## src/rtl/adc_capture_streamer.sv

```systemverilog
// ADC capture streamer: sequences the enabled ADC channels, averages
// 2^AVG_LOG2 samples per channel, and streams each averaged result as a
// serial frame {A|ch, HI, LO}.
// Optional feature macro: ADC_STREAM_CHECKSUM_EN appends a CHK byte
// (HDR ^ HI ^ LO), making the frame 4 bytes long.
module adc_capture_streamer #(
    parameter int NUM_CH   = 4,
    parameter int SAMPLE_W = 10,
    parameter int AVG_LOG2 = 2
) (
    input  logic                clk,
    input  logic                rst_n,
    input  logic [NUM_CH-1:0]   ch_mask,
    output logic [3:0]          channel,
    input  logic                new_sample,
    input  logic [SAMPLE_W-1:0] sample,
    input  logic [3:0]          sample_channel,
    output logic [7:0]          tx_data,
    output logic                new_tx_data,
    input  logic                tx_busy,
    input  logic                tx_block,
    output logic [7:0]          led,
    output logic                overrun
);

    localparam int ACC_W = SAMPLE_W + AVG_LOG2;
    localparam int CNT_W = AVG_LOG2 + 1;
    localparam logic [CNT_W-1:0] CNT_LAST = CNT_W'((1 << AVG_LOG2) - 1);

`ifdef ADC_STREAM_CHECKSUM_EN
    typedef enum logic [2:0] {IDLE, HDR, HI, LO, CHK} tx_state_t;
`else
    typedef enum logic [1:0] {IDLE, HDR, HI, LO} tx_state_t;
`endif

    tx_state_t state;

    logic [ACC_W-1:0]    acc      [NUM_CH];
    logic [CNT_W-1:0]    cnt      [NUM_CH];
    logic [SAMPLE_W-1:0] result_q [NUM_CH];
    logic [NUM_CH-1:0]   pending;

    logic                cur_enabled;
    logic [3:0]          lowest_ch;
    logic [3:0]          next_ch;
    logic [ACC_W-1:0]    cur_acc;
    logic [CNT_W-1:0]    cur_cnt;
    logic                cur_pending;
    logic                accept;
    logic                done;
    logic [ACC_W-1:0]    sum;
    logic [SAMPLE_W-1:0] avg;

    logic                any_pending;
    logic [3:0]          sel_ch;
    logic [SAMPLE_W-1:0] sel_result;
    logic                take;
    logic                can_send;
    logic [3:0]          tx_ch;
    logic [SAMPLE_W-1:0] tx_result;
    logic [7:0]          hdr_byte;
    logic [7:0]          hi_byte;
    logic [7:0]          lo_byte;

    // Channel lookup: enable bit of the current channel, lowest enabled channel, next enabled channel above the current one (wrapping)
    always_comb begin
        cur_enabled = 1'b0;
        lowest_ch   = 4'd0;
        for (int i = 0; i < NUM_CH; i++) begin
            if (channel == 4'(i)) cur_enabled = ch_mask[i];
        end
        for (int i = NUM_CH - 1; i >= 0; i--) begin
            if (ch_mask[i]) lowest_ch = 4'(i);
        end
        next_ch = lowest_ch;
        for (int i = NUM_CH - 1; i >= 0; i--) begin
            if (ch_mask[i] && (4'(i) > channel)) next_ch = 4'(i);
        end
    end

    // Current channel's accumulator state and the averaged result it would produce
    always_comb begin
        cur_acc     = '0;
        cur_cnt     = '0;
        cur_pending = 1'b0;
        for (int i = 0; i < NUM_CH; i++) begin
            if (channel == 4'(i)) begin
                cur_acc     = acc[i];
                cur_cnt     = cnt[i];
                cur_pending = pending[i];
            end
        end
        accept = new_sample && (sample_channel == channel) && cur_enabled;
        sum    = cur_acc + ACC_W'(sample);
        avg    = SAMPLE_W'(sum >> AVG_LOG2);
        done   = accept && (cur_cnt == CNT_LAST);
    end

    // Lowest-numbered pending channel, offered to the transmitter
    always_comb begin
        any_pending = 1'b0;
        sel_ch      = 4'd0;
        sel_result  = '0;
        for (int i = NUM_CH - 1; i >= 0; i--) begin
            if (pending[i]) begin
                any_pending = 1'b1;
                sel_ch      = 4'(i);
                sel_result  = result_q[i];
            end
        end
        take     = (state == IDLE) && any_pending;
        can_send = !tx_busy && !tx_block && !new_tx_data;
        hdr_byte = {4'hA, tx_ch};
        hi_byte  = 8'(tx_result >> 8);
        lo_byte  = tx_result[7:0];
    end

    // Sequencer: snap to the lowest enabled channel when the current one is disabled, otherwise advance after each accepted sample
    always_ff @(posedge clk or negedge rst_n) begin
        if (!rst_n) begin
            channel <= 4'd0;
        end else if (!cur_enabled) begin
            channel <= lowest_ch;
        end else if (accept) begin
            channel <= next_ch;
        end
    end

    // Accumulate accepted samples, publish completed averages, track pending flags, led and the sticky overrun flag
    always_ff @(posedge clk or negedge rst_n) begin
        if (!rst_n) begin
            for (int i = 0; i < NUM_CH; i++) begin
                acc[i]      <= '0;
                cnt[i]      <= '0;
                result_q[i] <= '0;
            end
            pending <= '0;
            led     <= 8'd0;
            overrun <= 1'b0;
        end else begin
            for (int i = 0; i < NUM_CH; i++) begin
                if (accept && (channel == 4'(i))) begin
                    if (done) begin
                        acc[i]      <= '0;
                        cnt[i]      <= '0;
                        result_q[i] <= avg;
                    end else begin
                        acc[i] <= sum;
                        cnt[i] <= cnt[i] + CNT_W'(1);
                    end
                end
                if (done && (channel == 4'(i))) begin
                    pending[i] <= 1'b1;
                end else if (take && (sel_ch == 4'(i))) begin
                    pending[i] <= 1'b0;
                end
            end
            if (done) begin
                led <= avg[SAMPLE_W-1 -: 8];
                if (cur_pending && !(take && (sel_ch == channel))) overrun <= 1'b1;
            end
        end
    end

    // Transmit FSM: latch a pending result, then send each frame byte with a one-cycle strobe when the link is free
    always_ff @(posedge clk or negedge rst_n) begin
        if (!rst_n) begin
            state       <= IDLE;
            tx_data     <= 8'd0;
            new_tx_data <= 1'b0;
            tx_ch       <= 4'd0;
            tx_result   <= '0;
        end else begin
            new_tx_data <= 1'b0;
            case (state)
                IDLE: begin
                    if (any_pending) begin
                        tx_ch     <= sel_ch;
                        tx_result <= sel_result;
                        state     <= HDR;
                    end
                end
                HDR: begin
                    if (can_send) begin
                        tx_data     <= hdr_byte;
                        new_tx_data <= 1'b1;
                        state       <= HI;
                    end
                end
                HI: begin
                    if (can_send) begin
                        tx_data     <= hi_byte;
                        new_tx_data <= 1'b1;
                        state       <= LO;
                    end
                end
                LO: begin
                    if (can_send) begin
                        tx_data     <= lo_byte;
                        new_tx_data <= 1'b1;
`ifdef ADC_STREAM_CHECKSUM_EN
                        state       <= CHK;
`else
                        state       <= IDLE;
`endif
                    end
                end
`ifdef ADC_STREAM_CHECKSUM_EN
                CHK: begin
                    if (can_send) begin
                        tx_data     <= hdr_byte ^ hi_byte ^ lo_byte;
                        new_tx_data <= 1'b1;
                        state       <= IDLE;
                    end
                end
`endif
                default: state <= IDLE;
            endcase
        end
    end

endmodule

```

## config.mk

```make
export PLATFORM = sky130hd
export DESIGN_NAME = adc_capture_streamer
export DESIGN_NICKNAME = d
export VERILOG_FILES = /design/src/rtl/adc_capture_streamer.sv
export SDC_FILE = /design/constraint.sdc
export NUM_CORES = 1
export LEC_CHECK = 0
export ABC_AREA = 0
export CAP_MARGIN = 20
export CORE_ASPECT_RATIO = 1.25
export CORE_UTILIZATION = 45
export DETAILED_ROUTE_END_ITERATION = 8
export SLEW_MARGIN = 30
export SYNTH_ARGS = -nofsm -noshare
export SYNTH_HDL_FRONTEND = slang
export SYNTH_SLANG_ARGS = --single-unit
```

## constraint.sdc

```tcl
create_clock -name clk -period 5.6 [get_ports clk]
set_clock_uncertainty 0.2 [all_clocks]
set_input_delay 1.12 -clock clk [delete_from_list [all_inputs] [get_ports clk]]
set_output_delay 1.12 -clock clk [all_outputs]
set_load 0.02 [all_outputs]
```

==> flow_summary.html <==
<table>
<tr><th>Metric</th><th>Value</th></tr>
<tr><th colspan="2">Synth</th></tr>
<tr><td>Cells taking the most area after synthesis</td><td>dfrtp_1, mux2_2, nand2_1</td></tr>
<tr><td>Share of flip-flops with an asynchronous set or reset after synthesis</td><td>1.00</td></tr>
<tr><td>Mean Syn Cell Area</td><td>10.9 um^2</td></tr>
<tr><td>Top cell type by total area after synthesis</td><td>dfrtp_1</td></tr>
<tr><td>Post-synthesis instance area</td><td>6850 um^2</td></tr>
<tr><td>Area share of the largest cell type after synthesis</td><td>0.504</td></tr>
<tr><td>Fraction of the yosys area taken by sequential cells</td><td>0.504</td></tr>
<tr><td>Number of synthesized register bits</td><td>138</td></tr>
<tr><td>Post-synth EDFFs</td><td>0</td></tr>
<tr><td>Synth unique cells</td><td>56</td></tr>
<tr><td>Leading register cell type out of synthesis</td><td>dfrtp_1</td></tr>
<tr><td>Warnings from Yosys</td><td>0</td></tr>
<tr><td>Number of standard cells after synthesis</td><td>631</td></tr>
<tr><th colspan="2">Cells and area</th></tr>
<tr><td>Final net count</td><td>700</td></tr>
<tr><td>Layout cell share with drive strength beyond 1</td><td>0.154</td></tr>
<tr><td>Number of antenna diodes</td><td>0</td></tr>
<tr><td>Synth-to-Final Area Change</td><td>16.0%</td></tr>
<tr><th colspan="2">Global route</th></tr>
<tr><td>Largest net degree at the start of global routing</td><td>104</td></tr>
<tr><td>First-pass GRT wire length</td><td>26000 um</td></tr>
<tr><td>Via count of the first global-routing pass</td><td>5126</td></tr>
<tr><td>Antenna violations before repair</td><td>0</td></tr>
<tr><td>Aggregate global routing overflow</td><td>0</td></tr>
<tr><td>GRT Resource Usage Total</td><td>0.213</td></tr>
<tr><th colspan="2">Run status</th></tr>
<tr><td>Run status</td><td>finished clean</td></tr>
<tr><th colspan="2">Power</th></tr>
<tr><td>Leakage power</td><td>3.61 nW</td></tr>
<tr><td>Power per cell area</td><td>448 nW/um^2</td></tr>
<tr><td>IR drop worst, VDD</td><td>0.216 mV</td></tr>
<tr><th colspan="2">Route</th></tr>
<tr><td>DR vias</td><td>4918</td></tr>
<tr><td>Drt initial violations</td><td>237</td></tr>
<tr><td>Routed via count divided by cell count</td><td>5.77</td></tr>
<tr><td>Residual antenna-violating net count after detailed routing</td><td>0</td></tr>
<tr><td>Routed wire per std cell</td><td>17.7 um</td></tr>
<tr><td>TritonRoute pass-1 iters</td><td>5</td></tr>
<tr><td>Post-route DRC violation count</td><td>0</td></tr>
<tr><td>Routed WL</td><td>15100 um</td></tr>
<tr><th colspan="2">Clocking</th></tr>
<tr><td>Deepest clock path buffer count</td><td>2</td></tr>
<tr><td>Number of hold-repair buffers added at the cts stage</td><td>0</td></tr>
<tr><td>CTS root buffer</td><td>clkbuf_16</td></tr>
<tr><td>Number of clock sinks</td><td>138</td></tr>
<tr><td>Max H-tree Level</td><td>4</td></tr>
<tr><td>Clock buffers created by TritonCTS</td><td>17</td></tr>
<tr><td>Clock tree from TritonCTS</td><td>built</td></tr>
<tr><td>Later-pin clock latency in the skew report</td><td>420 ps</td></tr>
<tr><td># resized after CTS</td><td>0</td></tr>
<tr><td>Post-CTS clock slew at the launch and capture registers of the worst setup and hold paths</td><td>60 ps</td></tr>
<tr><td>Total setup buffers inserted after CTS</td><td>0</td></tr>
<tr><th colspan="2">Critical path</th></tr>
<tr><td>Worst-path cell chain</td><td>mux4_2 &gt; ha_1 &gt; fa_1 &gt; a21o_1 &gt; a22o_1 &gt; o41ai_1 &gt; xor2_1 &gt; o21ai_0</td></tr>
<tr><td>Critical Setup Path Class</td><td>flop to flop</td></tr>
<tr><td>Slowest stage cell, crit path</td><td>dfrtp_1</td></tr>
<tr><td>Category of the worst setup path launch point</td><td>flop</td></tr>
<tr><td>Delay of the slowest cell on the worst path</td><td>850 ps</td></tr>
<tr><td>Data required time of the worst path</td><td>5690 ps</td></tr>
<tr><td>Endpoint kind of the worst setup timing path</td><td>flop</td></tr>
<tr><td>Bufs and invs on worst path</td><td>0</td></tr>
<tr><td>Critical path's top delay family</td><td>compound AO/OA/AOI/OAI gates</td></tr>
<tr><td>Endpoint arrival time on the critical path</td><td>4040 ps</td></tr>
<tr><td>Crit Path Max Fanout</td><td>13</td></tr>
<tr><th colspan="2">Placement</th></tr>
<tr><td>Quantity of I/O buffers inserted on ports</td><td>42</td></tr>
<tr><td>Detail Placement HPWL</td><td>10400 um</td></tr>
<tr><td>Final weighted congestion in routability-driven placement</td><td>0.824</td></tr>
<tr><th colspan="2">Floorplan</th></tr>
<tr><td>Core area</td><td>15000 um^2</td></tr>
<tr><td>Initial cell density of the core</td><td>0.458</td></tr>
<tr><td>Die Span Y</td><td>140 um</td></tr>
<tr><td>Number of rows created at floorplan</td><td>50</td></tr>
<tr><td>Die ar.</td><td>15700 um^2</td></tr>
<tr><td>Width of the chip</td><td>112 um</td></tr>
<tr><td>Number of top-level pins</td><td>45</td></tr>
<tr><th colspan="2">Min path</th></tr>
<tr><td>Worst hold-check path type</td><td>flop to flop</td></tr>
<tr><th colspan="2">Timing</th></tr>
<tr><td>RSZ-0062 raised after global routing</td><td>no</td></tr>
<tr><td>Final setup violation count</td><td>0</td></tr>
<tr><td>Actual transition at the worst max-transition pin</td><td>833 ps</td></tr>
<tr><td>Final-report max-slew violation count</td><td>0</td></tr>
<tr><td>Post-Route Setup TNS</td><td>0 ps</td></tr>
<tr><td>Maximum clock frequency</td><td>253 MHz</td></tr>
<tr><td>Minimum period implied by the final worst setup slack</td><td>3950 ps</td></tr>
<tr><td>Relative slew slack</td><td>0.445</td></tr>
<tr><td>Worst hold slack</td><td>250 ps</td></tr>
<tr><td>Number of hold violations in the final report</td><td>0</td></tr>
<tr><td>Share of the clock period used by the worst path after layout</td><td>0.705</td></tr>
<tr><th colspan="2">Flow run</th></tr>
<tr><td>Max-capacitance violation count</td><td>0</td></tr>
</table>
-- sequential cells by signal (all words and copies together) (netlist names), 4 cells and up --
name,flops
cnt,12
led,8
tx_data,8
pending,4
acc,48
tx_result,10
result_q,40
-- stage by stage --
stage | cell area, um^2 | instances | total power [mW] | worst slack [ps] | util
6_report | 7950 | 852 | 3.56 | 1650 | 0.531
5_1_grt | 7950 | 852 | 3.78 | 1400 | 0.531
4_1_cts | 7940 | 852 | 3.58 | 1550 | 0.531
3_5_place_dp | 7360 | 821 | 2.48 | 1390 | 0.492
3_3_place_gp | 7350 | 821 | 2.44 | 1500 | 0.492
2_1_floorplan | 6850 | 632 | 2.12 | 1380 | -
-- where the power goes --
group / switching [mW] / internal, mW / total [mW]
Sequential: 0.106 / 1.15 / 1.26
Clock: 0.417 / 0.671 / 1.09
Combinational: 0.744 / 0.468 / 1.21
Total: 1.27 / 2.29 / 3.56
-- path summary, 6_finish.rpt --
path,from,endpoint,slack (ps),cells after the start
worst min-delay path,new_tx_data,new_tx_data,250,1
worst max-delay path,channel[0],acc[20],1650,8
min in group asynchronous,rst_n,result_q[27],580,1
worst min register to register,new_tx_data,new_tx_data,250,1
max in group asynchronous,rst_n,acc[32],3590,2
worst max register to register,channel[0],acc[20],1650,8
-- logic make-up after synthesis --
logic type / count (synthesis) / synth area share
other cells: 1 / 0.000547
compound gates: 163 / 0.160
buf+inv: 61 / 0.0420
xor+xnor: 22 / 0.0281
fa+ha+maj: 19 / 0.0358
simple gates: 171 / 0.115
mux: 56 / 0.114
flops: 138 / 0.504
-- cells in the final DEF, fill, tap and decap left out, types with 11 or more instances in the layout --
cell type        instances
dfrtp_1                138
nand2_1                 93
o31ai_1                 45
o21ai_0                 41
clkdlybuf4s50_1         41
mux2_2                  33
nor2_1                  20
a21oi_1                 18
ha_1                    18
clkbuf_16               17
inv_1                   15
mux4_2                  14
xnor2_1                 14
nand3_1                 12
a221oi_1                11
o22ai_1                 11
buf_4                   11
-- final cells by class --
cell class / count / area (um^2)
Sequential cell: 138 / 3450
Tap cell: 182 / 228
Clock buffer: 19 / 453
Inverter: 15 / 56.3
Timing Repair Buffer: 53 / 507
Multi-Input combinational cell: 433 / 3120
Clock inverter: 12 / 125
Fill cell: 1343 / 7010
-- layer usage --
metal	vias to the layer above	wire, um	global-route usage
met5	-	0	0
met3	25	463	0.0415
li1	2335	-	-
met2	98	7780	0.368
met4	0	281	0.0814
met1	2460	6600	0.263
-- cells in the mapped netlist, drive strengths merged (3+ instances only) --
cell type,count
nor3,10
mux4,14
o21ai,43
xor2,8
a221oi,11
a31oi,5
clkbuf,26
xnor2,14
nand2b,8
o211ai,3
o31ai,46
a21o,8
mux2,35
nand2,95
and3,6
nand3,12
a21oi,18
nor2b,3
mux2i,7
o22ai,11
or2,3
nor2,20
dfrtp,138
inv,15
buf,20
nor3b,3
a211oi,3
ha,18
Power figures use the tool's default switching activity.
